--- src/rtl/apb_reg_slave.sv ---
// APB completer serving a bank of 32-bit registers with configurable wait states.
// Define APB_SLV_PSLVERR_EN to report invalid accesses on pslverr_o; otherwise pslverr_o is 0.
module apb_reg_slave #(
   parameter logic [31:0] BASE_ADDR   = 32'h0000_0000,
   parameter int unsigned NUM_REGS    = 8,
   parameter int unsigned WAIT_CYCLES = 1,
   parameter logic [31:0] ID_VALUE    = 32'hA9B0_0001
) (
   input  logic        pclk_i,
   input  logic        presetn_i,
   input  logic [31:0] paddr_i,
   input  logic        psel_i,
   input  logic        penable_i,
   input  logic        pwrite_i,
   input  logic [31:0] pwdata_i,
   output logic [31:0] prdata_o,
   output logic        pready_o,
   output logic        pslverr_o
);

   localparam int unsigned CntW     = (WAIT_CYCLES < 1) ? 1 : $clog2(WAIT_CYCLES + 1);
   localparam logic [31:0] WinBytes = 32'(4 * NUM_REGS);

   typedef enum logic {StIdle, StAccess} state_e;

   state_e            state_q;
   logic [CntW-1:0]   cnt_q;
   logic [31:0]       addr_q;
   logic [31:0]       wdata_q;
   logic              write_q;
   logic              pready_q;
   logic              pslverr_q;
   logic [31:0]       prdata_q;
   logic [31:0]       regs_q [1:NUM_REGS-1];

   logic [31:0]       cur_addr;
   logic              cur_write;
   logic [31:0]       off;
   logic              cur_valid;
   logic [7:0]        cur_idx;
   logic              cur_err;
   logic [31:0]       rd_word;
   logic [31:0]       rd_val;
   logic              err_val;
   logic              commit;

   // Decode the live bus in IDLE (setup edge) and the latched transfer afterwards.
   always_comb begin
      cur_addr  = (state_q == StIdle) ? paddr_i : addr_q;
      cur_write = (state_q == StIdle) ? pwrite_i : write_q;
      off       = cur_addr - BASE_ADDR;
      cur_valid = (cur_addr >= BASE_ADDR) && (off < WinBytes);
      cur_idx   = off[9:2];
      cur_err   = !cur_valid || (cur_write && (cur_idx == 8'd0));
      rd_word   = ID_VALUE;
      for (int i = 1; i < NUM_REGS; i++) begin
         if (cur_idx == 8'(i)) rd_word = regs_q[i];
      end
      rd_val    = (!cur_write && !cur_err) ? rd_word : '0;
`ifdef APB_SLV_PSLVERR_EN
      err_val   = cur_err;
`else
      err_val   = 1'b0;
`endif
      commit    = (state_q == StAccess) && pready_q && psel_i && penable_i && write_q && !cur_err;
   end

   always_ff @(posedge pclk_i) begin
      if (!presetn_i) begin
         state_q   <= StIdle;
         cnt_q     <= '0;
         addr_q    <= '0;
         wdata_q   <= '0;
         write_q   <= 1'b0;
         pready_q  <= 1'b0;
         pslverr_q <= 1'b0;
         prdata_q  <= '0;
      end else begin
         unique case (state_q)
            StIdle: begin
               if (psel_i && !penable_i) begin
                  addr_q  <= paddr_i;
                  write_q <= pwrite_i;
                  wdata_q <= pwdata_i;
                  cnt_q   <= CntW'(WAIT_CYCLES);
                  state_q <= StAccess;
                  if (WAIT_CYCLES == 0) begin
                     pready_q  <= 1'b1;
                     prdata_q  <= rd_val;
                     pslverr_q <= err_val;
                  end
               end
            end
            StAccess: begin
               if (!pready_q) begin
                  if (!psel_i) begin
                     state_q <= StIdle;
                  end else begin
                     cnt_q <= cnt_q - CntW'(1);
                     if (cnt_q == CntW'(1)) begin
                        pready_q  <= 1'b1;
                        prdata_q  <= rd_val;
                        pslverr_q <= err_val;
                     end
                  end
               end else begin
                  pready_q  <= 1'b0;
                  prdata_q  <= '0;
                  pslverr_q <= 1'b0;
                  state_q   <= StIdle;
               end
            end
            default: state_q <= StIdle;
         endcase
      end
   end

   always_ff @(posedge pclk_i) begin
      if (!presetn_i) begin
         for (int i = 1; i < NUM_REGS; i++) regs_q[i] <= '0;
      end else if (commit) begin
         for (int i = 1; i < NUM_REGS; i++) begin
            if (cur_idx == 8'(i)) regs_q[i] <= wdata_q;
         end
      end
   end

   assign prdata_o  = prdata_q;
   assign pready_o  = pready_q;
   assign pslverr_o = pslverr_q;

endmodule
--- config.mk ---
export PLATFORM = sky130hd
export DESIGN_NAME = apb_reg_slave
export DESIGN_NICKNAME = d
export VERILOG_FILES = /design/src/rtl/apb_reg_slave.sv
export SDC_FILE = /design/constraint.sdc
export NUM_CORES = 1
export LEC_CHECK = 0
export ABC_AREA = 1
export CAP_MARGIN = 20
export CORE_MARGIN = 4
export CORE_UTILIZATION = 60
export DETAILED_ROUTE_END_ITERATION = 10
export PLACE_DENSITY = 0.81
export SKIP_CTS_REPAIR_TIMING = 1
export SLEW_MARGIN = 20
export SYNTH_ARGS = -nofsm -noshare
export SYNTH_HDL_FRONTEND = slang
export SYNTH_SLANG_ARGS = --single-unit
export TNS_END_PERCENT = 50
--- constraint.sdc ---
create_clock -name pclk_i -period 7.95 [get_ports pclk_i]
set_clock_uncertainty 0.05 [all_clocks]
set_input_delay 1.59 -clock pclk_i [delete_from_list [all_inputs] [get_ports pclk_i]]
set_output_delay 1.59 -clock pclk_i [all_outputs]
set_load 0.01 [all_outputs]
==> results.json, run 1 <==
{
  "nets": 1619,
  "finalCriticalPeriod_ns": 5.11,
  "yosys.area.top_type": "edfxtp_1",
  "cp-start-kind": "input port",
  "ys_ff_latch": 322,
  "worstSetupStartpoint": "paddr_i[2]",
  "hold_depth": 2,
  "hold_path_class": "flop to flop",
  "drc": 0,
  "antenna_found_initial": 0,
  "grt_max_degree": 83,
  "p_total_mw": 3.58,
  "grt_usage": 0.263,
  "hold_path.startpoint": "addr_q[26]",
  "worstMarginPinSlew_ns": 0.950,
  "core_um2": 22700,
  "syn_area_um2": 13900,
  "die_area_um2": 25700,
  "hold_violations": 0,
  "fin_tns_setup_ns": 0,
  "wl_per_cell_um": 18.4,
  "synth-seq-area-share": 0.625,
  "r2r-start": "state_q",
  "drt_pre_antenna_iters": 5,
  "final_cell_mix": "381 x nor2_1, 224 x edfxtp_1, 222 x nand2_1",
  "vias": 10800,
  "die_h_um": 160,
  "syn-num-nets": 1559,
  "power_density_nw_per_um2": 224,
  "finalCritPeriodShare": 0.643,
  "cts_buffer_depth": 3,
  "ys_types": 27,
  "diodes": 0,
  "drive_gt1_frac": 0.0628,
  "htreeDepth": 2,
  "cp.arrival_ns": 5.23,
  "power_leakage_nw": 5.96,
  "io_buffers": 99,
  "synthCells": 1490,
  "clkSinkCount": 322,
  "overflow": 0,
  "crit_required_ns": 8.07,
  "routabilityCongestion": 0.804,
  "initial_utilization": 0.612,
  "irDropWorstVdd_mv": 0.155,
  "path_clk_slew_ns": 0.06,
  "ant_nets": 0,
  "grt_pass1_vias": 10400,
  "placed_area_um2": 14900,
  "dp_hpwl_mm": 19.3,
  "ios": 103,
  "r2r_cells": 8,
  "whs_ns": 0.404,
  "fmax_mhz": 196,
  "drv_slew": 0,
  "cts-root-buf": "clkbuf_16",
  "r2r_end": "regs_q[0][55]",
  "cts_tree": "yes",
  "worst-setup-path-type": "input port to flop",
  "synth_warnings": 0,
  "vias_per_cell": 5.78,
  "cts_made_buffers": 34,
  "synth_area_leaders": "edfxtp_1 48%, dfxtp_1 14%, nor2_1 10%",
  "area_delta_synth_final_pct": 15.0,
  "drt-initial-drc-count": 1053,
  "synth_top_area_frac": 0.484,
  "grt_pass1_wl_mm": 53.7,
  "dp_cells": 1799,
  "rsz0062_at_grt": "no",
  "worstSetupEndpointType": "flop",
  "clock_latency_ns": 0.51,
  "layoutNonFillerInstCount": 1861,
  "mostFrequentLayoutCell": "nor2_1",
  "status": "finished clean",
  "synth_area_per_cell_um2": 9.33,
  "relSlewSlack": 0.366,
  "row_count": 55,
  "setup_viol": 0,
  "r2r_slack_ns": 3.29,
  "cp_max_fo": 33,
  "max_cap_viol_count": 0,
  "min_to": "addr_q[26]",
  "die_w_um": 160,
  "drt-total-wl_mm": 34.2,
  "fin_area_um2": 16000
}
==> flip-flops by register name, summed over array words and instances (netlist names) <==
signal,count
cnt_q,1
prdata_o,32
state_q,1
addr_q,30
regs_q,224
write_q,1
wdata_q,32
pready_o,1
==> report_power, final <==
part | switching (mW) | internal, mW
sequential | 0.0192 | 1.85
clock | 0.615 | 0.884
combinational | 0.150 | 0.0599
total | 0.785 | 2.79
==> kinds of logic (layout without fill, tap and decap cells) <==
| logic type | after synthesis | count (layout) | share of synthesized area |
|---|---|---|---|
| other | 1 | 1 | 0.000270 |
| DFF | 322 | 322 | 0.625 |
| AOI/OAI and AO/OA | 183 | 183 | 0.0732 |
| and+or+nand+nor | 771 | 771 | 0.233 |
| buffers and inverters | 213 | 299 | 0.0677 |
==> final cells by class <==
class | count | area (um2)
clock buffer | 57 | 1030
clock inverter | 5 | 25.0
fill | 1624 | 6730
inverter | 121 | 454
multi-input combinational | 955 | 4310
sequential | 322 | 8690
tap | 285 | 357
timing repair buffer | 116 | 1110
==> worst max-delay path by stage <==
| stage | to | slack (ns) |
|---|---|---|
| 2_1_floorplan | regs_q[0][224] | 2.71 |
| 3_3_place_gp | regs_q[0][60] | 2.51 |
| 3_5_place_dp | regs_q[0][55] | 2.42 |
| 4_1_cts | regs_q[0][34] | 2.91 |
| 5_1_grt | regs_q[0][55] | 2.69 |
| 6_report | regs_q[0][55] | 2.84 |
==> layer usage <==
layer / GRT usage / wire (um) / vias up
li1: - / - / 5072
met1: 0.321 / 12600 / 5057
met5: 0 / 0 / -
met2: 0.462 / 17100 / 547
met3: 0.0537 / 3410 / 86
met4: 0.0989 / 998 / 0
==> synth_stat cells <==
library cell	count
or2_2	1
nor2_2	7
nand3_1	92
nand3_2	1
conb_1	1
o2111ai_1	24
nand2_4	2
buf_2	26
nand2_1	223
inv_1	117
buf_6	10
edfxtp_1	224
and2_1	1
buf_4	9
nand4_1	32
a221oi_1	3
nor2_1	382
a21oi_1	100
clkbuf_1	47
nor2_4	4
nor3_1	7
nor2_8	1
inv_2	4
nand3b_1	9
o21ai_0	56
dfxtp_1	98
nand2_2	9
==> through the flow <==
step | setup WS, ns | util
2_1_floorplan | 2.71 | -
3_3_place_gp | 2.51 | 0.657
5_1_grt | 2.69 | 0.703
6_report | 2.84 | 0.703
3_5_place_dp | 2.42 | 0.657
4_1_cts | 2.91 | 0.703
==> critical path, stage by stage <==
cell             delay (ns)
clkdlybuf4s50_1        0.51
nand2_1                0.08
nand2_2                0.57
nand2_1                0.31
nor2_4                 0.80
nand2_1                0.23
o21ai_2                0.66
buf_4                  0.46
(Power assumes the default switching activity.)
==> inputs of run 2 (changes only) <==
--- a/config.mk
+++ b/config.mk
@@ -8,9 +8,9 @@
 export ABC_AREA = 1
 export CAP_MARGIN = 20
 export CORE_MARGIN = 4
-export CORE_UTILIZATION = 60
+export CORE_UTILIZATION = 53
 export DETAILED_ROUTE_END_ITERATION = 10
-export PLACE_DENSITY = 0.81
+export PLACE_DENSITY = 0.76
 export SKIP_CTS_REPAIR_TIMING = 1
 export SLEW_MARGIN = 20
 export SYNTH_ARGS = -nofsm -noshare
==> constraint.sdc (replaced) <==
create_clock -name pclk_i -period 4.1 [get_ports pclk_i]
set_clock_uncertainty 0.05 [all_clocks]
set_input_delay 0.82 -clock pclk_i [delete_from_list [all_inputs] [get_ports pclk_i]]
set_output_delay 0.82 -clock pclk_i [all_outputs]
set_load 0.01 [all_outputs]
==> run 2 against run 1 <==
  * Routed wire length down 0.51%
  * Critical path depth is 2 higher
  * Worst hold slack about the same
  * Clock-buffer cell count shrank 6
  * Highest routed layer unchanged
==> results.json, run 2 (synthesis results as in run 1) <==
{
  "clock_latency_ns": 0.53,
  "worstSetupStartpoint": "paddr_i[8]",
  "nets": 1642,
  "hold_path.startpoint": "addr_q[23]",
  "final_cell_mix": "382 x nor2_1, 224 x edfxtp_1, 222 x nand2_1",
  "cts_buffer_depth": 3,
  "hold_violations": 0,
  "die_area_um2": 28900,
  "die_h_um": 170,
  "worstMarginPinSlew_ns": 0.798,
  "cts_made_buffers": 34,
  "largest-register": "regs_q",
  "die_w_um": 170,
  "ios": 103,
  "power_leakage_nw": 6.07,
  "grt_pass1_wl_mm": 53.4,
  "cp-start-kind": "input port",
  "fin_tns_setup_ns": 0,
  "layoutNonFillerInstCount": 1928,
  "crit_required_ns": 4.38,
  "antenna_found_initial": 0,
  "ant_nets": 0,
  "initial_utilization": 0.545,
  "grt_usage": 0.232,
  "row_count": 58,
  "grt_pass1_vias": 10500,
  "mostFrequentLayoutCell": "nor2_1",
  "wl_per_cell_um": 17.6,
  "drt-total-wl_mm": 34.0,
  "grt_max_degree": 60,
  "fmax_mhz": 327,
  "cts_tree": "yes",
  "routabilityCongestion": 0.803,
  "drt_pre_antenna_iters": 6,
  "vias": 10700,
  "dp_hpwl_mm": 20.9,
  "hold_path_class": "flop to flop",
  "status": "finished clean",
  "power_density_nw_per_um2": 427,
  "vias_per_cell": 5.53,
  "drive_gt1_frac": 0.0776,
  "worstSetupEndpointType": "flop",
  "p_total_mw": 6.91,
  "clkSinkCount": 322,
  "overflow": 0,
  "busiest_layer": "met2",
  "use_met3": 0.0490,
  "use_met2": 0.398,
  "path_clk_slew_ns": 0.06,
  "finalCriticalPeriod_ns": 3.06,
  "drt-initial-drc-count": 1047,
  "drc": 0,
  "finalCritPeriodShare": 0.746,
  "cts-root-buf": "clkbuf_16",
  "cp_max_fo": 32,
  "max_cap_viol_count": 0,
  "setup_viol": 0,
  "core_um2": 25500,
  "diodes": 0,
  "htreeDepth": 2,
  "rsz0062_at_grt": "no",
  "relSlewSlack": 0.466,
  "cp.arrival_ns": 3.33,
  "drv_slew": 0,
  "worst-setup-path-type": "input port to flop",
  "irDropWorstVdd_mv": 0.303,
  "area_delta_synth_final_pct": 16.5,
  "use_met1": 0.293,
  "dp_cells": 1867,
  "io_buffers": 99,
  "largest_reg_flops": 224,
  "r2r-start": "state_q"
}
-- run 2: cell count changes in the layout (fill, tap and decap cells not counted), sizes merged --
cell    change
clkbuf      -6
clkinv      +3
buf        +23
inv         +2
-- run 2: report_power, final --
group          total, mW  switching [mW]  leakage (nW)  internal, mW
Combinational      0.425           0.297          2.45         0.128
Sequential          3.61          0.0335          3.11          3.58
Clock               2.87            1.23         0.508          1.64
-- run 2: final timing paths --
| check | end | slack (ns) | cells past startpoint |
|---|---|---|---|
| worst max-delay path | regs_q[0][102] | 1.04 | 10 |
| worst min-delay path | addr_q[23] | 0.40 | 2 |
| worst max register to register | regs_q[0][102] | 1.26 | 9 |
| worst min register to register | addr_q[23] | 0.40 | 2 |
-- run 2: metrics by stage --
| step | util | hold slack (ns) | cell area [um2] | worst slack [ns] |
|---|---|---|---|---|
| 2_1_floorplan | - | 0.379 | 13900 | -0.313 |
| 3_3_place_gp | 0.595 | 0.389 | 15200 | 0.668 |
| 3_5_place_dp | 0.595 | 0.396 | 15200 | 0.555 |
| 4_1_cts | 0.636 | 0.403 | 16200 | 1.08 |
| 5_1_grt | 0.636 | 0.417 | 16200 | 0.892 |
| 6_report | 0.636 | 0.405 | 16200 | 1.04 |
-- run 2: layout make-up --
cell class,instances,area [um2]
tap,330,413
inverter,121,454
timing repair buffer,139,1300
fill,2024,9280
clock inverter,10,71.3
sequential,322,8690
multi-input combinational,955,4300
clock buffer,51,965
-- run 2: metal layers --
metal	share of wire	routed length, um	up-vias
met4	0.032	1080	0
met2	0.48	16500	431
li1	-	-	5107
met3	0.081	2750	91
met1	0.40	13700	5024
met5	0	0	-
-- run 2: worst max-delay path, stage by stage --
cell and delay (ns):
clkdlybuf4s50_1 0.45, nor2_4 0.12, nand3b_1 0.12, nand2_4 0.23, nand2_2 0.12, nor2_4 0.12, nand3_2 0.35, nor2_2 0.21
nand2_2 0.47, nor2_1 0.31
==> inputs of run 3 (changes only) <==
==> constraint.sdc (replaced) <==
create_clock -name pclk_i -period 2.5 [get_ports pclk_i]
set_clock_uncertainty 0.05 [all_clocks]
set_input_delay 0.5 -clock pclk_i [delete_from_list [all_inputs] [get_ports pclk_i]]
set_output_delay 0.5 -clock pclk_i [all_outputs]
set_load 0.01 [all_outputs]
==> run 3 against run 2 <==
  * Non-clock buffer count up 50
  * Register-to-register slack worse by 1.1 ns
  * Worst setup slack got worse by 0.89 ns
  * Sequential power increased by 64%
  * Design area is 4.2% higher
  * Critical path depth is 3 higher
  * Via count increased by 2.2%
  * Worst hold slack got worse by 0.0029 ns
  * Final cell count is 2.5% higher
  * Routed wire length is 5.3% higher
  * Clock power increased by 65%
  * Critical path type is now flop to flop
==> results.json, run 3 (synthesis results as in run 1) <==
{
  "ios": 103,
  "p_switching_mw": 2.55,
  "initial_utilization": 0.545,
  "cts_made_buffers": 34,
  "min_to": "addr_q[11]",
  "antenna_found_initial": 0,
  "drv_slew": 0,
  "diodes": 0,
  "fmax_mhz": 427,
  "nets": 1692,
  "htreeDepth": 2,
  "clkSinkCount": 322,
  "r2r_end": "prdata_o[0]",
  "cp_max_fo": 10,
  "clock_latency_ns": 0.51,
  "drt-initial-drc-count": 1056,
  "setup_viol": 0,
  "intPower_mw": 8.88,
  "final_cell_mix": "382 x nor2_1, 224 x edfxtp_1, 222 x nand2_1",
  "finalCritPeriodShare": 0.937,
  "hold_violations": 0,
  "comb_power_share": 0.068,
  "power_leakage_nw": 6.42,
  "cp-start-kind": "flop",
  "crit_required_ns": 2.82,
  "status": "finished clean",
  "clock_power_share": 0.413,
  "dp_hpwl_mm": 22.8,
  "p_sw_frac": 0.223,
  "irDropWorstVdd_mv": 0.569,
  "finish.utilization": 0.662,
  "row_count": 58,
  "ant_nets": 0,
  "hold_path_class": "flop to flop",
  "vias": 10900,
  "cts-root-buf": "clkbuf_16",
  "routabilityCongestion": 0.821,
  "max_cap_viol_count": 0,
  "die_area_um2": 28900,
  "rsz0062_at_grt": "no",
  "cp.arrival_ns": 2.66,
  "worstMarginPinSlew_ns": 0.764,
  "r2r_slack_ns": 0.16,
  "area_delta_synth_final_pct": 21.4,
  "grt_pass1_wl_mm": 56.1,
  "overflow": 0,
  "cts_buffer_depth": 3,
  "mostFrequentLayoutCell": "nor2_1",
  "grt_usage": 0.245,
  "drt_pre_antenna_iters": 5,
  "die_h_um": 170,
  "wl_per_cell_um": 18.1,
  "r2r_cells": 13,
  "dp_cells": 1917,
  "finalCriticalPeriod_ns": 2.34,
  "drive_gt1_frac": 0.104,
  "die_w_um": 170,
  "worst-setup-path-type": "flop to flop",
  "dp_slack_ns": -0.160,
  "grt_pass1_vias": 10700,
  "hold_depth": 2,
  "r2r-start": "state_q",
  "setup_ws_ns": 0.157,
  "grt_max_degree": 62,
  "largest-register": "regs_q",
  "hold_path.startpoint": "addr_q[11]",
  "layoutNonFillerInstCount": 1977,
  "vias_per_cell": 5.51,
  "path_clk_slew_ns": 0.06,
  "worstSetupEndpointType": "flop",
  "largest_reg_flops": 224,
  "io_buffers": 99,
  "power_density_nw_per_um2": 678,
  "drt-total-wl_mm": 35.8,
  "core_um2": 25500,
  "cts_tree": "yes",
  "relSlewSlack": 0.491,
  "drc": 0,
  "power_frac_seq": 0.518
}
==> run 3: metal layers <==
| layer | vias to the layer above | GRT usage | wire [um] |
|---|---|---|---|
| li1 | 5204 | - | - |
| met1 | 5086 | 0.321 | 14100 |
| met2 | 506 | 0.419 | 17400 |
| met3 | 91 | 0.0400 | 3360 |
| met4 | 0 | 0.0819 | 995 |
| met5 | - | 0 | 0 |
==> run 3: how the worst max path moves through the flow <==
stage / start / end / slack (ns) / cells past startpoint
after floorplan: paddr_i[6] / regs_q[0][100] / -0.14 / 8
after global placement: paddr_i[21] / regs_q[0][120] / -0.16 / 10
after detailed placement: paddr_i[21] / regs_q[0][120] / -0.16 / 10
after CTS: state_q / regs_q[0][50] / 0.16 / 12
after global routing: state_q / prdata_o[29] / 0.005 / 13
final: state_q / prdata_o[0] / 0.16 / 13
==> run 3: power groups by stage <==
stage | Clock, mW | Sequential (mW) | Combinational [mW]
after floorplan | 0 | 6.03 | 0.402
final | 4.73 | 5.93 | 0.781
after global routing | 5.02 | 5.94 | 0.848
after CTS | 4.80 | 5.93 | 0.778
after global placement | 0 | 6.03 | 0.754
after detailed placement | 0 | 6.04 | 0.772
==> run 3: metrics by stage <==
stage                     total power, mW  hold WS, ns  instance area, um2  TNS, ns
after CTS                            11.5        0.403               16900        0
final                                11.4        0.402               16900        0
after detailed placement             6.81        0.395               15800   -35.49
after floorplan                      6.43        0.379               13900   -26.31
after global placement               6.78        0.388               15800   -29.36
after global routing                 11.8        0.428               16900        0
==> run 3: cell type report <==
| class | instances | area, um2 |
|---|---|---|
| Clock buffer | 48 | 945 |
| Clock inverter | 12 | 82.6 |
| Fill cell | 1932 | 8610 |
| Inverter | 121 | 454 |
| Multi-Input combinational cell | 955 | 4310 |
| Sequential cell | 322 | 8690 |
| Tap cell | 330 | 413 |
| Timing Repair Buffer | 189 | 1970 |
==> run 3: worst max-delay path, cell delays in order, from the launching register on <==
cell and delay (ns):
dfxtp_1 0.47, buf_4 0.23, nand2_1 0.07, nand2_1 0.10, buf_4 0.11, nand2_1 0.10
nor2_1 0.55, nand3b_1 0.17, nand2_1 0.09, inv_1 0.04, nand3_1 0.07, nand2_1 0.05
nand2_1 0.05, a21oi_1 0.05
